[src/rtl/vc_arb_pkg.sv]
// vc_arbiter shared definitions: FSM encodings and default weight width.
// Optional per-VC grant statistics are enabled with VC_ARB_STATS_EN.
package vc_arb_pkg;

  localparam int WEIGHT_W_DEF = 3;

  typedef enum logic [1:0] {
    ST_RESET  = 2'd0,
    ST_INIT   = 2'd1,
    ST_IDLE   = 2'd2,
    ST_ACTIVE = 2'd3
  } arb_state_e;

endpackage

[src/rtl/wrr_credit_ctr.sv]
// Weighted round-robin credit tracking for two VCs:
// current owner, consecutive-grant credit and latched weights.
module wrr_credit_ctr
  import vc_arb_pkg::*;
#(
  parameter int WEIGHT_W = WEIGHT_W_DEF
) (
  input  logic                clk,
  input  logic                reset,
  input  logic                load,
  input  logic                grant_own,
  input  logic                grant_oth,
  input  logic [WEIGHT_W-1:0] vc0_weight,
  input  logic [WEIGHT_W-1:0] vc1_weight,
  output logic                owner,
  output logic [WEIGHT_W-1:0] credit,
  output logic                below_weight
);

  localparam logic [WEIGHT_W-1:0] ONE  = WEIGHT_W'(1);
  localparam logic [WEIGHT_W-1:0] CMAX = '1;

  logic [WEIGHT_W-1:0] w0_q;
  logic [WEIGHT_W-1:0] w1_q;

  // Zero weights are stored as one so the compare below never starves.
  always_ff @(posedge clk) begin
    if (reset) begin
      owner  <= 1'b0;
      credit <= '0;
      w0_q   <= ONE;
      w1_q   <= ONE;
    end else if (load) begin
      owner  <= 1'b0;
      credit <= '0;
      w0_q   <= (vc0_weight == '0) ? ONE : vc0_weight;
      w1_q   <= (vc1_weight == '0) ? ONE : vc1_weight;
    end else if (grant_own) begin
      if (credit != CMAX)
        credit <= credit + ONE;
    end else if (grant_oth) begin
      owner  <= ~owner;
      credit <= ONE;
    end
  end

  assign below_weight = credit < (owner ? w1_q : w0_q);

endmodule

[src/rtl/vc_arbiter.sv]
// Two-VC weighted round-robin arbiter with destination back-pressure.
// Define VC_ARB_STATS_EN to add 8-bit per-VC grant counters.
module vc_arbiter
  import vc_arb_pkg::*;
#(
  parameter int WEIGHT_W = WEIGHT_W_DEF
) (
  input  logic                clk,
  input  logic                reset,
  input  logic                init,
  input  logic [WEIGHT_W-1:0] vc0_weight,
  input  logic [WEIGHT_W-1:0] vc1_weight,
  input  logic                vc0_empty,
  input  logic                vc1_empty,
  input  logic                vc0_head_dest,
  input  logic                vc1_head_dest,
  input  logic                dest0_almost_full,
  input  logic                dest1_almost_full,
  output logic                pop_vc0,
  output logic                pop_vc1,
  output logic                owner,
`ifdef VC_ARB_STATS_EN
  output logic [7:0]          grant_cnt0,
  output logic [7:0]          grant_cnt1,
`endif
  output logic [1:0]          state
);

  arb_state_e          st_q;
  arb_state_e          st_nxt;
  logic [WEIGHT_W-1:0] credit;
  logic                below;
  logic                elig0;
  logic                elig1;
  logic                own_elig;
  logic                oth_elig;
  logic                can_pop;
  logic                grant_own;
  logic                grant_oth;
  logic                any_pop;

  assign elig0 = !vc0_empty &&
    !(vc0_head_dest ? dest1_almost_full : dest0_almost_full);
  assign elig1 = !vc1_empty &&
    !(vc1_head_dest ? dest1_almost_full : dest0_almost_full);

  // Reset and init gate pops in the same cycle they are seen.
  assign can_pop = !reset && !init &&
    (st_q == ST_IDLE || st_q == ST_ACTIVE);

  assign own_elig = owner ? elig1 : elig0;
  assign oth_elig = owner ? elig0 : elig1;

  assign grant_own = can_pop && own_elig && (below || !oth_elig);
  assign grant_oth = can_pop && oth_elig && !(own_elig && below);
  assign any_pop   = grant_own || grant_oth;

  assign pop_vc0 = owner ? grant_oth : grant_own;
  assign pop_vc1 = owner ? grant_own : grant_oth;

  always_comb begin
    st_nxt = st_q;
    unique case (st_q)
      ST_RESET:  st_nxt = ST_INIT;
      ST_INIT:   st_nxt = init ? ST_INIT : ST_IDLE;
      ST_IDLE,
      ST_ACTIVE: begin
        if (init)
          st_nxt = ST_INIT;
        else
          st_nxt = any_pop ? ST_ACTIVE : ST_IDLE;
      end
    endcase
  end

  always_ff @(posedge clk) begin
    if (reset)
      st_q <= ST_RESET;
    else
      st_q <= st_nxt;
  end

  assign state = st_q;

  wrr_credit_ctr #(
    .WEIGHT_W (WEIGHT_W)
  ) u_ctr (
    .clk          (clk),
    .reset        (reset),
    .load         (st_q == ST_INIT),
    .grant_own    (grant_own),
    .grant_oth    (grant_oth),
    .vc0_weight   (vc0_weight),
    .vc1_weight   (vc1_weight),
    .owner        (owner),
    .credit       (credit),
    .below_weight (below)
  );

`ifdef VC_ARB_STATS_EN
  logic enter_init;

  assign enter_init = (st_nxt == ST_INIT) && (st_q != ST_INIT);

  always_ff @(posedge clk) begin
    if (reset || enter_init) begin
      grant_cnt0 <= '0;
      grant_cnt1 <= '0;
    end else begin
      if (pop_vc0)
        grant_cnt0 <= grant_cnt0 + 8'd1;
      if (pop_vc1)
        grant_cnt1 <= grant_cnt1 + 8'd1;
    end
  end
`endif

endmodule
[config.mk]
export PLATFORM = sky130hd
export DESIGN_NAME = vc_arbiter
export DESIGN_NICKNAME = d
export VERILOG_FILES = /design/src/rtl/vc_arb_pkg.sv /design/src/rtl/wrr_credit_ctr.sv /design/src/rtl/vc_arbiter.sv
export SDC_FILE = /design/constraint.sdc
export NUM_CORES = 1
export LEC_CHECK = 0
export ABC_AREA = 1
export BUFFER_PORTS_ARGS = -buffer_cell sky130_fd_sc_hd__buf_2
export CORE_MARGIN = 5
export CORE_UTILIZATION = 40
export DETAILED_ROUTE_END_ITERATION = 10
export GPL_TIMING_DRIVEN = 0
export HOLD_SLACK_MARGIN = 0.1
export PLACE_DENSITY = 0.74
export RECOVER_POWER = 50
export SYNTH_ARGS = -nofsm -noshare
export SYNTH_HDL_FRONTEND = slang
export SYNTH_SLANG_ARGS = --single-unit
[constraint.sdc]
create_clock -name clk -period 2 [get_ports clk]
set_clock_uncertainty 0.15 [all_clocks]
set_input_delay 0.4 -clock clk [delete_from_list [all_inputs] [get_ports clk]]
set_output_delay 0.4 -clock clk [all_outputs]
set_load 0.01 [all_outputs]
==> impl_metrics.ini <==
[layout]
multi_input_area_um2 = 539
area_growth_syn_to_layout_pct = 38.4
seq_area_um2 = 241
post-route-util_pct = 57.0
drive_above_1_share_pct = 39.4
diodes = 0
fin_nets = 162
fillers = 198
instances_no_fill = 169

[pwr]
swShare_pct = 27.3
pwr-share-clk_pct = 34.4
p_leak_nw = 0.562
p_comb_share_pct = 19.3
p_int_w = 0.000408
pwr-share-seq_pct = 46.3
total_power_w = 0.000561
p_per_area_mw_per_mm2 = 512
irDropWorstVdd_uv = 384
net-switching-power_w = 0.000153

[drt]
ant_nets = 0
vias = 829
wire_per_inst_um = 10.9
dr.pass1.iters = 4
vias_per_cell = 4.91
drcViolationCount = 0
first_iter_violations = 6
routed_wl_um = 1840

[setup_path]
arrival_ns = 1.87
critPathSlowestCell = dfxtp_2
required_ns = 1.45
cpPeakStageDelay_ns = 0.33
crit_path_end_kind = output pin
rrSetupSlack_ns = 0.04
criticalPathCategory = register to output pin
critPathLaunchType = register
path_max_fanout = 5
cp_cell_sequence = buf_6 > mux2i_2 > ha_1 > nand2_1 > inv_2 > nand2_4 > nand3_4 > nand2_4 > nand2_2 > a21boi_4 > buf_6
r2r_cells = 12

[sta]
hold_viol_final = 0
min_period_ns = 2.42
rsz0062_at_grt = true
layout_setup_ws_ns = -0.415
slew_headroom_pct = 62.0
setup_viol = 2
tightest_slew_ns = 0.568
maxSlewViolCount = 0
final.period_utilization_pct = 121
fmax_mhz = 414

[yosys]
ys_types = 26
syn_avg_cell_area_um2 = 7.01
synth-seq-cells = 12
yosysWarnings = 0
synth_seq_area_share_pct = 30.3
async_reset_ff_share_pct = 0
synth.net_count = 132
synth_flop_cell = dfxtp_1
netlist_area_um2 = 792
synth_edf_count = 0
syn_inst = 113

[worst_hold_path]
hold_depth = 2
holdCritPathClass = primary input to register

[floorplan]
die_width_um = 54.5
core_mm2 = 0.00192
ios = 20
die_h_um = 54.5
num_rows = 16
start_util_pct = 41.2
dieArea_mm2 = 0.00297

[clock_network]
numCtsBuffers = 3
postCtsHoldBufs = 0
cts_htree_levels = 1
root_buffer = clkbuf_4
clock-sinks = 12
cts_tree = done
cts.path.max_buffers = 2
clkTransAtPathRegs_ns = 0.08
clk_latency_ns = 0.27

[place]
dp_hpwl_um = 1410
dp.cells = 159
place_congestion = 0.757
portBuffers = 19

[global_routing]
antenna_found_initial = 0
grt_pass1_vias = 787
grt_max_degree = 11
grt_pass1_wl_um = 2990
grt_usage_pct = 13.7
grt_overflow = 0

[run]
drv_cap = 0

[status]
status = finished with violations
failed_checks = negative setup slack
synthesized netlist by cell type, types with 2 or more instances:
cell type / instances / share of area [%]
inv_1: 19 / 9.0
ha_1: 4 / 6.3
nand4_1: 3 / 2.4
o21ai_0: 7 / 4.4
nand2_2: 6 / 4.7
nor3_1: 2 / 1.3
nand2_1: 18 / 8.5
nor2_1: 11 / 5.2
nand3_1: 9 / 5.7
a21boi_1: 2 / 1.9
dfxtp_1: 12 / 30
a21oi_1: 6 / 3.8
stage by stage:
step / setup TNS [ns] / setup slack [ns] / cell area [µm²] / hold slack, ns
6_report: -0.810 / -0.415 / 1100 / 0.181
5_1_grt: -1.33 / -0.511 / 1100 / 0.189
4_1_cts: -0.838 / -0.432 / 1060 / 0.183
3_5_place_dp: -0.511 / -0.270 / 963 / 0.299
3_3_place_gp: -0.380 / -0.198 / 963 / 0.301
2_1_floorplan: -0.0211 / -0.0116 / 835 / 0.279
final cells by class:
class,instances,area share [%]
multi-input combinational,79,49.2
sequential,12,22.0
timing repair buffer,25,13.9
inverter,21,7.42
clock buffer,4,3.31
tap,27,3.08
buffer,1,1.03
repair_timing:
action	4_1_cts	5_1_grt
setup endpoints to repair	2	6
pin swaps	8	6
buffers inserted	5	1
resized for setup	4	8
power groups by stage:
stage | sequential (W) | clock [W] | combinational, W
CTS | 0.000260 | 0.000198 | 0.000103
global placement | 0.000264 | 0 | 0.0000935
detailed placement | 0.000265 | 0 | 0.0000968
global route | 0.000262 | 0.000208 | 0.000120
finish | 0.000260 | 0.000193 | 0.000108
floorplan | 0.000265 | 0 | 0.0000657
cells by family after synthesis:
kind of cell	after synthesis	share of synthesized area, %
compound gates	19	13.9
fa+ha+maj	4	6.32
simple gates	55	36.5
flops	12	30.3
mux	1	1.26
buf+inv	22	11.7
registers in the layout, summed over array words and instances, names as in the netlist:
register and flops:
u_ctr.w0_q 3, state 2, u_ctr.w1_q 3, u_ctr.owner 1, u_ctr.credit 3
layout by cell type (no fill, tap or decap), types with 3 or more instances in the layout:
master / n
clkbuf_4: 3
dfxtp_1: 11
a21oi_1: 4
nand3_1: 7
nor2_1: 11
nand4_1: 3
o21ai_0: 5
nand2_4: 4
ha_1: 4
buf_2: 17
buf_6: 3
nand2_1: 17
inv_1: 18
buf_4: 6
nand2_2: 4
worst paths after layout:
| kind | startpoint | to |
|---|---|---|
| min | reset | state[1] |
| max | u_ctr.owner | pop_vc0 |
| min reg2reg | u_ctr.w1_q[2] | u_ctr.w1_q[2] |
| max reg2reg | u_ctr.owner | u_ctr.credit[2] |
worst max-delay path, delay by kind of cell (launching register included):
| kind | cells | cell delay, ns |
|---|---|---|
| compound gates | 1 | 0.13 |
| fa+ha+maj | 1 | 0.26 |
| buf+inv | 3 | 0.28 |
| flops | 1 | 0.33 |
| mux | 1 | 0.21 |
| simple gates | 5 | 0.38 |
per-layer routing:
metal  up-vias  track usage (%)  part of all wire [%]
li1        427                -                     -
met3         4             2.45                   4.5
met2        18             23.9                    51
met5         -                0                     0
met4         0             7.47                   1.5
met1       380             15.6                    43
Power figures use the tool's default switching activity.
